## src/rtl/datapath_pkg.sv

```systemverilog
// Shared opcodes, IR field positions, sequencer state and instruction-class
// encodings for the bus-based datapath.
package datapath_pkg;

  localparam logic [4:0] OP_LD   = 5'b00000;
  localparam logic [4:0] OP_LDI  = 5'b00001;
  localparam logic [4:0] OP_ST   = 5'b00010;
  localparam logic [4:0] OP_ADD  = 5'b00011;
  localparam logic [4:0] OP_SUB  = 5'b00100;
  localparam logic [4:0] OP_AND  = 5'b00101;
  localparam logic [4:0] OP_OR   = 5'b00110;
  localparam logic [4:0] OP_ROR  = 5'b00111;
  localparam logic [4:0] OP_ROL  = 5'b01000;
  localparam logic [4:0] OP_SHR  = 5'b01001;
  localparam logic [4:0] OP_SHRA = 5'b01010;
  localparam logic [4:0] OP_SHL  = 5'b01011;
  localparam logic [4:0] OP_ADDI = 5'b01100;
  localparam logic [4:0] OP_ANDI = 5'b01101;
  localparam logic [4:0] OP_ORI  = 5'b01110;
  localparam logic [4:0] OP_DIV  = 5'b01111;
  localparam logic [4:0] OP_MUL  = 5'b10000;
  localparam logic [4:0] OP_NEG  = 5'b10001;
  localparam logic [4:0] OP_NOT  = 5'b10010;
  localparam logic [4:0] OP_NOP  = 5'b11010;
  localparam logic [4:0] OP_HALT = 5'b11011;
  localparam logic [4:0] ALU_INC = 5'b11100;

  localparam int unsigned OPC_HI = 31;
  localparam int unsigned OPC_LO = 27;
  localparam int unsigned RA_HI  = 26;
  localparam int unsigned RA_LO  = 23;
  localparam int unsigned RB_HI  = 22;
  localparam int unsigned RB_LO  = 19;
  localparam int unsigned RC_HI  = 18;
  localparam int unsigned RC_LO  = 15;

  typedef enum logic [3:0] {
    S_IDLE, S_F0, S_F1, S_F2, S_F3,
    S_E0, S_E1, S_E2, S_E3, S_M0, S_M1, S_HALT
  } state_e;

  typedef enum logic [3:0] {
    CLS_RFMT, CLS_IMM, CLS_UNARY, CLS_LD, CLS_ST,
    CLS_MULDIV, CLS_NOP, CLS_HALT, CLS_ILL
  } class_e;

  // Immediate forms reuse the register-form ALU operation; ldi is an add.
  function automatic logic [4:0] imm_alu_op(input logic [4:0] op);
    case (op)
      OP_ANDI: imm_alu_op = OP_AND;
      OP_ORI:  imm_alu_op = OP_OR;
      default: imm_alu_op = OP_ADD;
    endcase
  endfunction

endpackage

```

## src/rtl/datapath_sequencer_instr_class_decode.sv

```systemverilog
// Opcode to instruction-class decoder. mul/div are legal only when
// SEQ_MULDIV_EN is defined; otherwise they decode as illegal.
module instr_class_decode
  import datapath_pkg::*;
(
  input  logic [4:0] opcode,
  output class_e     cls,
  output logic       illegal
);

  always_comb begin
    cls = CLS_ILL;
    case (opcode)
      OP_ADD, OP_SUB, OP_AND, OP_OR, OP_ROR,
      OP_ROL, OP_SHR, OP_SHRA, OP_SHL:     cls = CLS_RFMT;
      OP_ADDI, OP_ANDI, OP_ORI, OP_LDI:    cls = CLS_IMM;
      OP_NEG, OP_NOT:                      cls = CLS_UNARY;
      OP_LD:                               cls = CLS_LD;
      OP_ST:                               cls = CLS_ST;
`ifdef SEQ_MULDIV_EN
      OP_MUL, OP_DIV:                      cls = CLS_MULDIV;
`else
      OP_MUL, OP_DIV:                      cls = CLS_ILL;
`endif
      OP_NOP:                              cls = CLS_NOP;
      OP_HALT:                             cls = CLS_HALT;
      default:                             cls = CLS_ILL;
    endcase
  end

  assign illegal = (cls == CLS_ILL);

endmodule

```

## src/rtl/datapath_sequencer.sv

```systemverilog
// Hardwired fetch/execute control unit for the bus-based datapath.
// Optional mul/div support is enabled by defining SEQ_MULDIV_EN.
module datapath_sequencer
  import datapath_pkg::*;
(
  input  logic        clock,
  input  logic        clear,
  input  logic        run,
  input  logic [31:0] ir,
  input  logic        mem_done,
  output logic [15:0] r_out,
  output logic [15:0] r_in,
  output logic        hi_out,
  output logic        lo_out,
  output logic        zhigh_out,
  output logic        zlow_out,
  output logic        pc_out,
  output logic        mdr_out,
  output logic        c_out,
  output logic        inport_out,
  output logic        pc_in,
  output logic        ir_in,
  output logic        y_in,
  output logic        z_in,
  output logic        mdr_in,
  output logic        mar_in,
  output logic        hi_in,
  output logic        lo_in,
  output logic [4:0]  alu_op,
  output logic        read,
  output logic        mem_rd,
  output logic        mem_wr,
  output logic        halted,
  output logic        illegal
);

  state_e      state_q, state_d;
  logic        illegal_q, illegal_d;
  class_e      cls;
  logic        dec_illegal;
  logic [4:0]  opcode;
  logic [3:0]  ra, rb, rc;
  logic        unused_ir_bits;

  assign opcode = ir[OPC_HI:OPC_LO];
  assign ra     = ir[RA_HI:RA_LO];
  assign rb     = ir[RB_HI:RB_LO];
  assign rc     = ir[RC_HI:RC_LO];
  assign unused_ir_bits = ^ir[RC_LO-1:0];

  instr_class_decode u_decode (
    .opcode  (opcode),
    .cls     (cls),
    .illegal (dec_illegal)
  );

  always_ff @(posedge clock) begin
    if (!clear) begin
      state_q   <= S_IDLE;
      illegal_q <= 1'b0;
    end else begin
      state_q   <= state_d;
      illegal_q <= illegal_d;
    end
  end

  always_comb begin
    state_d   = state_q;
    illegal_d = illegal_q;
    case (state_q)
      S_IDLE: if (run) state_d = S_F0;
      S_F0:   state_d = S_F1;
      S_F1:   state_d = S_F2;
      S_F2:   if (mem_done) state_d = S_F3;
      S_F3:   state_d = S_E0;
      S_E0: begin
        if (dec_illegal) begin
          state_d   = S_HALT;
          illegal_d = 1'b1;
        end else begin
          case (cls)
            CLS_NOP:   state_d = S_F0;
            CLS_HALT:  state_d = S_HALT;
            CLS_UNARY: state_d = S_E2;
            default:   state_d = S_E1;
          endcase
        end
      end
      S_E1:   state_d = S_E2;
      S_E2: begin
        case (cls)
          CLS_LD, CLS_ST: state_d = S_M0;
          CLS_MULDIV:     state_d = S_E3;
          default:        state_d = S_F0;
        endcase
      end
      S_E3:   state_d = S_F0;
      // st loads MDR from the register file unconditionally; ld waits on memory.
      S_M0:   if (cls == CLS_ST || mem_done) state_d = S_M1;
      S_M1:   if (cls != CLS_ST || mem_done) state_d = S_F0;
      S_HALT: state_d = S_HALT;
      default: state_d = S_IDLE;
    endcase
  end

  always_comb begin
    r_out = '0; r_in = '0;
    hi_out = 1'b0; lo_out = 1'b0; zhigh_out = 1'b0; zlow_out = 1'b0;
    pc_out = 1'b0; mdr_out = 1'b0; c_out = 1'b0; inport_out = 1'b0;
    pc_in = 1'b0; ir_in = 1'b0; y_in = 1'b0; z_in = 1'b0;
    mdr_in = 1'b0; mar_in = 1'b0; hi_in = 1'b0; lo_in = 1'b0;
    alu_op = '0; read = 1'b0; mem_rd = 1'b0; mem_wr = 1'b0;
    case (state_q)
      S_F0: begin pc_out = 1'b1; mar_in = 1'b1; z_in = 1'b1; alu_op = ALU_INC; end
      S_F1: begin zlow_out = 1'b1; pc_in = 1'b1; mem_rd = 1'b1; end
      S_F2: begin mem_rd = 1'b1; read = 1'b1; mdr_in = mem_done; end
      S_F3: begin mdr_out = 1'b1; ir_in = 1'b1; end
      S_E0: begin
        case (cls)
          CLS_RFMT, CLS_IMM, CLS_LD, CLS_ST: begin r_out = 16'h0001 << rb; y_in = 1'b1; end
          CLS_UNARY:  begin r_out = 16'h0001 << rb; alu_op = opcode; z_in = 1'b1; end
          CLS_MULDIV: begin r_out = 16'h0001 << ra; y_in = 1'b1; end
          default: ;
        endcase
      end
      S_E1: begin
        z_in = 1'b1;
        case (cls)
          CLS_RFMT:       begin r_out = 16'h0001 << rc; alu_op = opcode; end
          CLS_IMM:        begin c_out = 1'b1; alu_op = imm_alu_op(opcode); end
          CLS_LD, CLS_ST: begin c_out = 1'b1; alu_op = OP_ADD; end
          CLS_MULDIV:     begin r_out = 16'h0001 << rb; alu_op = opcode; end
          default: ;
        endcase
      end
      S_E2: begin
        zlow_out = 1'b1;
        case (cls)
          CLS_LD, CLS_ST: mar_in = 1'b1;
          CLS_MULDIV:     lo_in  = 1'b1;
          default:        r_in   = 16'h0001 << ra;
        endcase
      end
      S_E3: begin zhigh_out = 1'b1; hi_in = 1'b1; end
      S_M0: begin
        if (cls == CLS_ST) begin
          r_out  = 16'h0001 << ra;
          mdr_in = 1'b1;
        end else begin
          mem_rd = 1'b1; read = 1'b1; mdr_in = mem_done;
        end
      end
      S_M1: begin
        if (cls == CLS_ST) begin
          mem_wr = 1'b1;
        end else begin
          mdr_out = 1'b1; r_in = 16'h0001 << ra;
        end
      end
      default: ;
    endcase
  end

  assign halted  = (state_q == S_HALT);
  assign illegal = illegal_q;

endmodule

```

## config.mk

```make
export PLATFORM = sky130hd
export DESIGN_NAME = datapath_sequencer
export DESIGN_NICKNAME = d
export VERILOG_FILES = /design/src/rtl/datapath_pkg.sv /design/src/rtl/datapath_sequencer_instr_class_decode.sv /design/src/rtl/datapath_sequencer.sv
export SDC_FILE = /design/constraint.sdc
export NUM_CORES = 1
export LEC_CHECK = 0
export CORE_UTILIZATION = 44
export DETAILED_ROUTE_END_ITERATION = 8
export PLACE_DENSITY = 0.85
export SYNTH_ARGS = -nofsm -noshare
export SYNTH_HDL_FRONTEND = slang
export SYNTH_HIERARCHICAL = 1
export SYNTH_SLANG_ARGS = --single-unit
```

## constraint.sdc

```tcl
create_clock -name clock -period 7 [get_ports clock]
set_input_delay 0.7 -clock clock [delete_from_list [all_inputs] [get_ports clock]]
set_output_delay 0.7 -clock clock [all_outputs]
set_load 0.005 [all_outputs]
```

# After elaboration in Yosys (flattened, before gate mapping)
# Memories as Yosys holds them, arrays and structs flattened.
# Cells that the tools add are included.
[classes]
eq_ne = 26
shifts = 3
mux = 42
reduce_logical = 15
[ops]
columns = ["cell", "n"]
rows = [
  ["$pmux 16 s2", 3],
  ["$mux 16", 3],
  ["$pmux 16 s3", 1],
  ["$pmux 4 s12", 1],
  ["$shl 1x4->16 const A", 3],
  ["$eq 4x3->1 const B", 8],
  ["$pmux 5 s3", 2],
  ["$eq 4x4->1 const B", 5],
  ["$mux 4", 5],
  ["$mux 1", 17],
  ["$eq 4x2->1 const B", 4],
  ["$pmux 1 s2", 6],
  ["$pmux 4 s3", 1],
  ["$eq 5x4->1 const B", 2],
  ["$reduce_or 2->1", 5],
  ["$reduce_or 5->1", 2],
  ["$eq 4x1->1 const B", 2],
  ["$logic_not 4->1", 2],
  ["$ne 2x2->1 const B", 4],
  ["$pmux 4 s2", 1],
  ["$pmux 3 s2", 1],
  ["$reduce_or 3->1", 2],
  ["$mux 5", 1],
  ["$ne 4x3->1 const B", 1],
  ["3 further kinds", 4],
]
[totals]
regBits = 5
mem_bits_ro = 128
in_bits = 36
wordCells = 89
mem_count = 1
[memory_table]
columns = ["memory", "depth", "word_bits", "read_ports", "rd_clocked_by_memory_dff", "write_ports", "line", "source"]
rows = [
  ["(no name shown)", 32, 4, 1, 0, 0, "datapath_sequencer_instr_class_decode.sv:13", "case (opcode)"],
]

# Logic depth before layout (Yosys ltp)
# Gate-level depths: netlist (run 1).
# An unclocked memory read counts as a cell.
[logic_depth]
depth_word = 5
ltp_mapped = 11

# By module
# The synthesis (run 1) kept the hierarchy.
[by_module_without_submodules]
columns = ["module", "n_inst", "cells_per_inst", "area_each_um2", "seq_area_each_um2"]
rows = [
  ["datapath_sequencer", 1, 251, 1665.3, 100.1],
  ["instr_class_decode", 1, 20, 153.9, 0.0],
]

# Worst setup path before layout (run 1)
# No wires, ideal clock.
[synth_timing]
path_kind = "in2out"
startpoint = "in ir[27]"
endpoint = "out r_out[0]"
arrival_ps = 2609
required_time_ps = 6300
path_slack_ps = 3691
path_stages = 10
cell_sequence = "inv_1 > ha_1 > mux2i_1 > o22ai_1 > nor2_1 > nor4_4 > or3b_1 > o32ai_2 > nand2_1 > o221ai_1"
[synth_via]
elab_chain_len = 5
word_cells_on_any_way = 12
classes_between = "eq/ne (5); mux (4); reduce/logical (2); memory (1)"
[synth_rtl]
columns = ["item", "line", "source"]
rows = [
  ["start, declared", "datapath_sequencer.sv:9", "input logic [31:0] ir,"],
  ["$mem_v2 32x4 *", "n/a", ""],
  ["named net cls[1]", "datapath_sequencer.sv:39", "class_e cls;"],
  ["$eq 4x3->1, or another cell as far along", "datapath_sequencer.sv:119, datapath_sequencer.sv:146", ""],
  ["$reduce_or 5->1 (no source line)", "n/a", ""],
  ["$pmux 16 s2", "datapath_sequencer.sv:119", "case (cls)"],
  ["$pmux 16 s3 *", "datapath_sequencer.sv:113", "case (state_q)"],
  ["end, declared", "datapath_sequencer.sv:11", "output logic [15:0] r_out,"],
]
# Mark *: on every way through the listed nets, which the timed path passes. The rest lies on a longest branch.

# Final worst setup path (run 1)
[layout_timing]
startpoint = "in ir[28]"
endpoint = "out r_in[0]"
[layout_via]
elab_chain_len = 5
word_cells_on_any_way = 8
classes_between = "eq/ne (3); mux (3); reduce/logical (1); memory (1)"
[layout_rtl]
columns = ["item", "line", "source"]
rows = [
  ["$mem_v2 32x4 *", "n/a", ""],
  ["named net cls[1]", "datapath_sequencer.sv:39", ""],
  ["$eq 4x3->1, or another cell as far along", "datapath_sequencer.sv:138, datapath_sequencer.sv:154", ""],
  ["$reduce_or 3->1 (no source line)", "n/a", ""],
  ["$mux 16", "datapath_sequencer.sv:138", "case (cls)"],
  ["$pmux 16 s2 *", "datapath_sequencer.sv:113", ""],
  ["end, declared", "datapath_sequencer.sv:12", "output logic [15:0] r_in,"],
]
# Marked as above.

==> impl_results.md, run 1 <==
- Status: finished clean
- Worst R2R Start: state_q[1]
- Worst Reg-to-Reg Cells: 5
- Clock Sinks: 5
- Die ar.: 4396 um2
- Worst vdd rail ir drop: 67.82 uV
- Crit path DAT: 4.50 ns
- Ys async rst share: 0%
- CP most frequent cell: clkdlybuf4s50_1
- Period utilisation layout: 74.24%
- Mean post-synth cell area: between 6 and 7 um2
- Leak Pwr: 0.0008520 uW
- CP Capture Type: primary output
- Mapped cell area: roughly 1800 um2
- Cell taking the most area after synthesis: nand2_1
- Synth cell types: 61
- Final min period: just over 5 ns
- Port Buffers: 75
- Hold path endpoint: illegal
- Max-cap violations: 0
- Seq cells post-synth: 5
- Clk buf depth: 2
- Largest net degree at the start of global routing: 20
- Routed Antenna Nets: 0
- Final Max Slew Viols: 0
- Setup slack, reg-to-reg: 5.08 ns
- Type of origin of the critical path: input port
- Hold path cells: 2
- GPL Wtd Cong: 1.044
- Gate Count Post-Synth: roughly 270
- Worst r2r dst: state_q[1]
- Area grow syn2layout: 42.64%
- Slowest stage delay, CP: 0.71 ns
- DR vias: 2313
- Placed Cells: 380
- Worst slew margin: about a third
- Initial core utilization: 45.81%
- Final std cells w/o fill: 384
- Required time worst endpoint: 6.30 ns
- Vias in the first global route: 2014
- Fraction of layout cells with a size suffix above 1: 5.988%
- Fmax achieved: 192.4 MHz
- Top cell type's share of synthesized area: under 10%
- Chip Height: 66.30 um
- DRC viols: 0
- Critical Path, Cell by Cell: clkdlybuf4s50_1, inv_1, ha_1, mux2i_1, o22ai_1, buf_4, nor2_1, or4b_4, nand4_1, o21ai_1, nand2_1, nor3_1, clkdlybuf4s50_1
- TNS Setup: 0 ns
- Slowest-stage cell, CP: nor2_1
- Clock transition at path regs: 0.03 ns
- DR pass1 iterations: 5
- Routed length per instance: 14.90 um
- Core Area: 3971 um2
- Post-synth EDFFs: 0
- Most used flip-flop cell after synthesis: dfxtp_1
- Worst slew pin tran: 1.003 ns
- FF+latch area: between 100 and 150 um2
- Cell Pwr Density: 104.4 nW/um2
- Skew final: 0.0009181 ns
- DR iter-0 viols: 178
- Ports: between 90 and 100
- Sequential area share after synthesis: ~5.5%
- Total CTS buffers: 3
- Depth of the CTS H-tree: 1
- Rows: 23
- Clk_lat worst skew: 0.22 ns
- Fillers: 349
- Multi-input logic area: 1614 um2
- Utilization after layout: 65.34%
- CTS tree: yes
- Grt ovf: 0
- RSZ-0062 raised after global routing: false
- # nets final: 375
- Final setup viols: 0
- Clock root buffer: clkbuf_8
- Post-CTS Resized: 0
- Yosys warns: 6
- Post-CTS setup buffer count: 0
- Most common cell in the netlist: nand2_1
- Initial antenna violation count: 0
- ANT cells: 0
- Total wire length: 5.722 mm
- Die Width: 66.30 um
- Drt via density: 6.023
- CTS Hold Bufs: 0
- Synth top area cells: nand2_1 (7.0%), nand2b_1 (6.9%), nor2_1 (6.8%)
- Final hold vios: 0
- Hold crit path type: reg -> reg
- Worst Hold Launch: illegal
- Post-DP HPWL: ~4.3 mm
- GRT Util Overall: between 20% and 30%
- CP Class: in -> out
- Post-synth top cells: nand2_1 (34), nor2_1 (33), nand2b_1 (20)
- Critical path fanouts, max: 15
- First-pass GRT wire length: 9.032 mm
[placed cells by master, fill, tap and decap left out, types with 4 or more instances in the layout]
cell type and count:
a21oi_1 5, a22oi_1 5, and2_1 5, clkdlybuf4s50_1 75
dfxtp_1 5, ha_1 4, inv_1 4, nand2_1 34
nand2b_1 20, nand3_1 7, nand3b_1 6, nand4bb_1 5
nor2_1 33, nor2b_1 12, nor3_1 10, o21ai_0 10
o221ai_1 13, o22ai_1 11, or2_2 4
[cells by family after synthesis]
group / Yosys count / share of synthesized area [%]
adders and majority gates: 4 / 2.751
xor gates and xnor gates: 1 / 0.4815
AOI/OAI and AO/OA: 74 / 30.67
DFF: 5 / 5.502
and+or+nand+nor: 160 / 52.48
other: 1 / 0.2061
muxes: 3 / 1.719
buffers and inverters: 23 / 6.190
[flip-flops by register name, indices dropped and copies added, names as in the netlist]
name / cells
illegal: 1
state_q: 4
[report_power, final]
part / internal (uW) / switching (uW)
Sequential: 32.8 / 18.9
Clock: 39.1 / 14.2
Combinational: 88.7 / 77.2
Total: 161 / 110
[stage by stage]
stage / worst slack (ns) / area (um2) / hold WS [ns] / total power (uW)
final: 1.803 / 2595 / 0.4934 / 270.8
after global routing: 1.439 / 2595 / 0.5231 / 289.2
after CTS: 1.800 / 2595 / 0.5079 / 269.9
after detailed placement: 1.818 / 2550 / 0.4983 / 214.8
after global placement: 1.892 / 2550 / 0.4729 / 211.0
after floorplan: 3.691 / 1827 / 0.4823 / 145.7
[layer usage]
layer / wire (um) / vias up / global-route usage, %
met4: 76 / 0 / 6.915
met2: 2753 / 107 / 42.09
met3: 341 / 13 / 1.724
met5: 0 / - / 0
li1: - / 1139 / -
met1: 2550 / 1054 / 34.98
[critical path, delay by kind of cell]
family	cells	cell delay (ns)
compound gates	2	0.34
fa+ha+maj	1	0.28
buf+inv	4	1.48
mux	1	0.15
simple gates	5	1.52
[final cells by class]
class,instances,area share (%)
multi-input cells,245,62.20
repair buffers,76,29.22
flip-flops and latches,5,3.857
well taps,50,2.411
clock buffers,4,1.736
inverters,4,0.5786
[how the worst max path moves through the flow]
stage,from,end,slack [ns],depth (start not counted)
final,ir[28],r_in[0],1.80,13
after global routing,ir[28],r_in[2],1.44,13
after CTS,ir[28],r_in[0],1.80,13
after detailed placement,ir[28],r_in[8],1.82,13
after global placement,ir[28],r_in[2],1.89,13
after floorplan,ir[27],r_out[0],3.69,10
(Power assumes the default switching activity.)
==> inputs of run 2 (changes only) <==
- CORE_UTILIZATION: 44 -> 41
- PLACE_DENSITY: 0.85 -> 0.8
- clock period: 7 -> 5.28 ns (I/O delays scaled with it)
==> run 2 against run 1 <==
Via count is 1.0% higher. Non-clock buffer count is 2 higher. Critical path depth stayed put. Worst hold slack better by 0.017 ns. Count of clock-buffer cells in the layout stayed put. Critical path type unchanged. Largest cell class unchanged.
==> impl_results.md, run 2 (synthesis gave the netlist of run 1 again) <==
- Status: finished clean
- Slowest stage delay, CP: 0.68 ns
- P_int: about 210 uW
- Total wire length: 5.766 mm
- Period utilisation layout: 84.59%
- DRC viols: 0
- Slowest-stage cell, CP: clkdlybuf4s50_1
- Routed length per instance: approximately 15 um
- Worst setup path endpoint: r_in[0]
- Total CTS buffers: 3
- Clock root buffer: clkbuf_8
- Final hold vios: 0
- CP Capture Type: primary output
- Drt via density: 6.054
- Skew final: ~0.00032 ns
- CP most frequent cell: clkdlybuf4s50_1
- Ports: 94
- RSZ-0062 raised after global routing: false
- Sw Pwr: 145.7 uW
- CTS tree: yes
- Critical Path, Cell by Cell: clkdlybuf4s50_1, inv_1, ha_1, mux2i_1, o22ai_1, nor2_1, buf_4, or4b_4, nand4_1, o21ai_1, nand2_1, nor3_1, clkdlybuf4s50_1
- Post-CTS Resized: 0
- Switch share: 40.52%
- Vias in the first global route: 2130
- Utilization after layout: between 60% and 70%
- Rows: 23
- Commonest non-fill, non-tap cell in the layout: clkdlybuf4s50_1
- Grt ovf: 0
- Worst slew margin: between 30% and 40%
- Dpl ws: around 0.8 ns
- Commonest non-fill, non-tap cells in the layout: clkdlybuf4s50_1 (75), nand2_1 (34), nor2_1 (33)
- Worst Reg-to-Reg Cells: 5
- Worst vdd rail ir drop: 81.85 uV
- Final Max Slew Viols: 0
- Cell family with most CP delay: buffers and inverters
- Largest net degree at the start of global routing: 20
- Max-cap violations: 0
- Worst Setup SP: ir[28]
- Depth of the CTS H-tree: 1
- Chip Height: between 60 and 70 um
- Fraction of layout cells with a size suffix above 1: under 10%
- Max reg flops: 4
- CP Class: in -> out
- DP Area: 2565 um2
- GPL Wtd Cong: about 0.86
- Worst Path Buf+Inv: 4
- Fmax achieved: 223.9 MHz
- Crit path DAT: 3.94 ns
- Tot Pwr: 359.7 uW
- Clock Sinks: 5
- First-pass GRT wire length: around 9.3 mm
- Cell Pwr Density: roughly 140 nW/um2
- Largest Register: state_q
- CP Depth: 13
- Area grow syn2layout: 43.47%
- Post-DP HPWL: about 4.4 mm
- Fin worst setup slack: 0.8136 ns
- DR vias: 2337
- Core Area: between 4000 and 5000 um2
- Leak Pwr: around 0.00086 uW
- Worst slew pin tran: approximately 0.95 ns
- Combinational cell fraction of total power: 61.4%
- # nets final: about 380
- Initial core utilization: 44.21%
- Worst r2r dst: state_q[1]
- Port Buffers: 75
- Setup slack, reg-to-reg: about 3.3 ns
- Fillers: 384
- Die Width: a little under 70 um
- DR pass1 iterations: 4
- GRT Util Overall: around a quarter
- Clk_lat worst skew: 0.22 ns
- Post-CTS setup buffer count: 0
- ANT cells: 0
- Seq pwr share: around a fifth
- Die ar.: ~4700 um2
- Clock share of power: 19.8%
- Required time worst endpoint: roughly 4.8 ns
- Critical path fanouts, max: 10
- Finished Cell Area: 2610 um2
- DR iter-0 viols: around 190
- Routed Antenna Nets: 0
- Clock transition at path regs: 0.03 ns
- Worst R2R Start: state_q[1]
- Clk buf depth: 2
- Initial antenna violation count: 0
- Type of origin of the critical path: input port
- Final min period: 4.466 ns
- Final setup viols: 0
- TNS Setup: 0 ns
- Hold crit path type: reg -> reg
- CTS Hold Bufs: 0
## run 2: cell type report
cell class	instances	area, um2	area share, %
Timing Repair Buffer	78	773.2	29.63
Tap cell	50	62.56	2.397
Clock buffer	4	45.04	1.726
Sequential cell	5	100.1	3.835
Inverter	4	15.01	0.5753
Multi-Input combinational cell	245	1614	61.84
## run 2: worst min path at each step
stage                     startpoint      end  slack [ns]  cells after the start
final                        illegal  illegal        0.51                      2
after CTS                    illegal  illegal        0.51                      2
after floorplan              illegal  illegal        0.48                      2
after global placement       illegal  illegal        0.49                      2
after detailed placement     illegal  illegal        0.50                      2
after global routing         illegal  illegal        0.53                      2
## run 2: through the flow
| step | hold slack (ns) | instances |
|---|---|---|
| after floorplan | 0.4823 | 273 |
| after global placement | 0.4915 | 382 |
| after detailed placement | 0.5025 | 382 |
| after CTS | 0.5134 | 386 |
| after global routing | 0.5345 | 386 |
| final | 0.5101 | 386 |
## run 2: layer usage
layer  vias to the layer above  GRT usage (%)  part of all wire, %
met5                         -              0                    0
met4                         0          5.469                 0.54
met3                         4          1.809                  6.4
met2                        98          42.65                   48
met1                      1087          33.59                   45
li1                       1148              -                    -
## run 2: power by group through the flow
| stage | clock network (uW) | registers, uW | logic, uW |
|---|---|---|---|
| 4_1_cts | 73.1 | 67.0 | 220 |
| 5_1_grt | 76.8 | 71.2 | 241 |
| 3_5_place_dp | 0 | 67.9 | 218 |
| 6_report | 71.1 | 67.8 | 221 |
| 3_3_place_gp | 0 | 67.6 | 216 |
| 2_1_floorplan | 0 | 46.7 | 146 |
## run 2: worst min-delay path, delay by kind of cell (launching register included)
kind | cells | cell delay [ns]
simple gates | 1 | 0.10
flops | 1 | 0.33
compound gates | 1 | 0.04
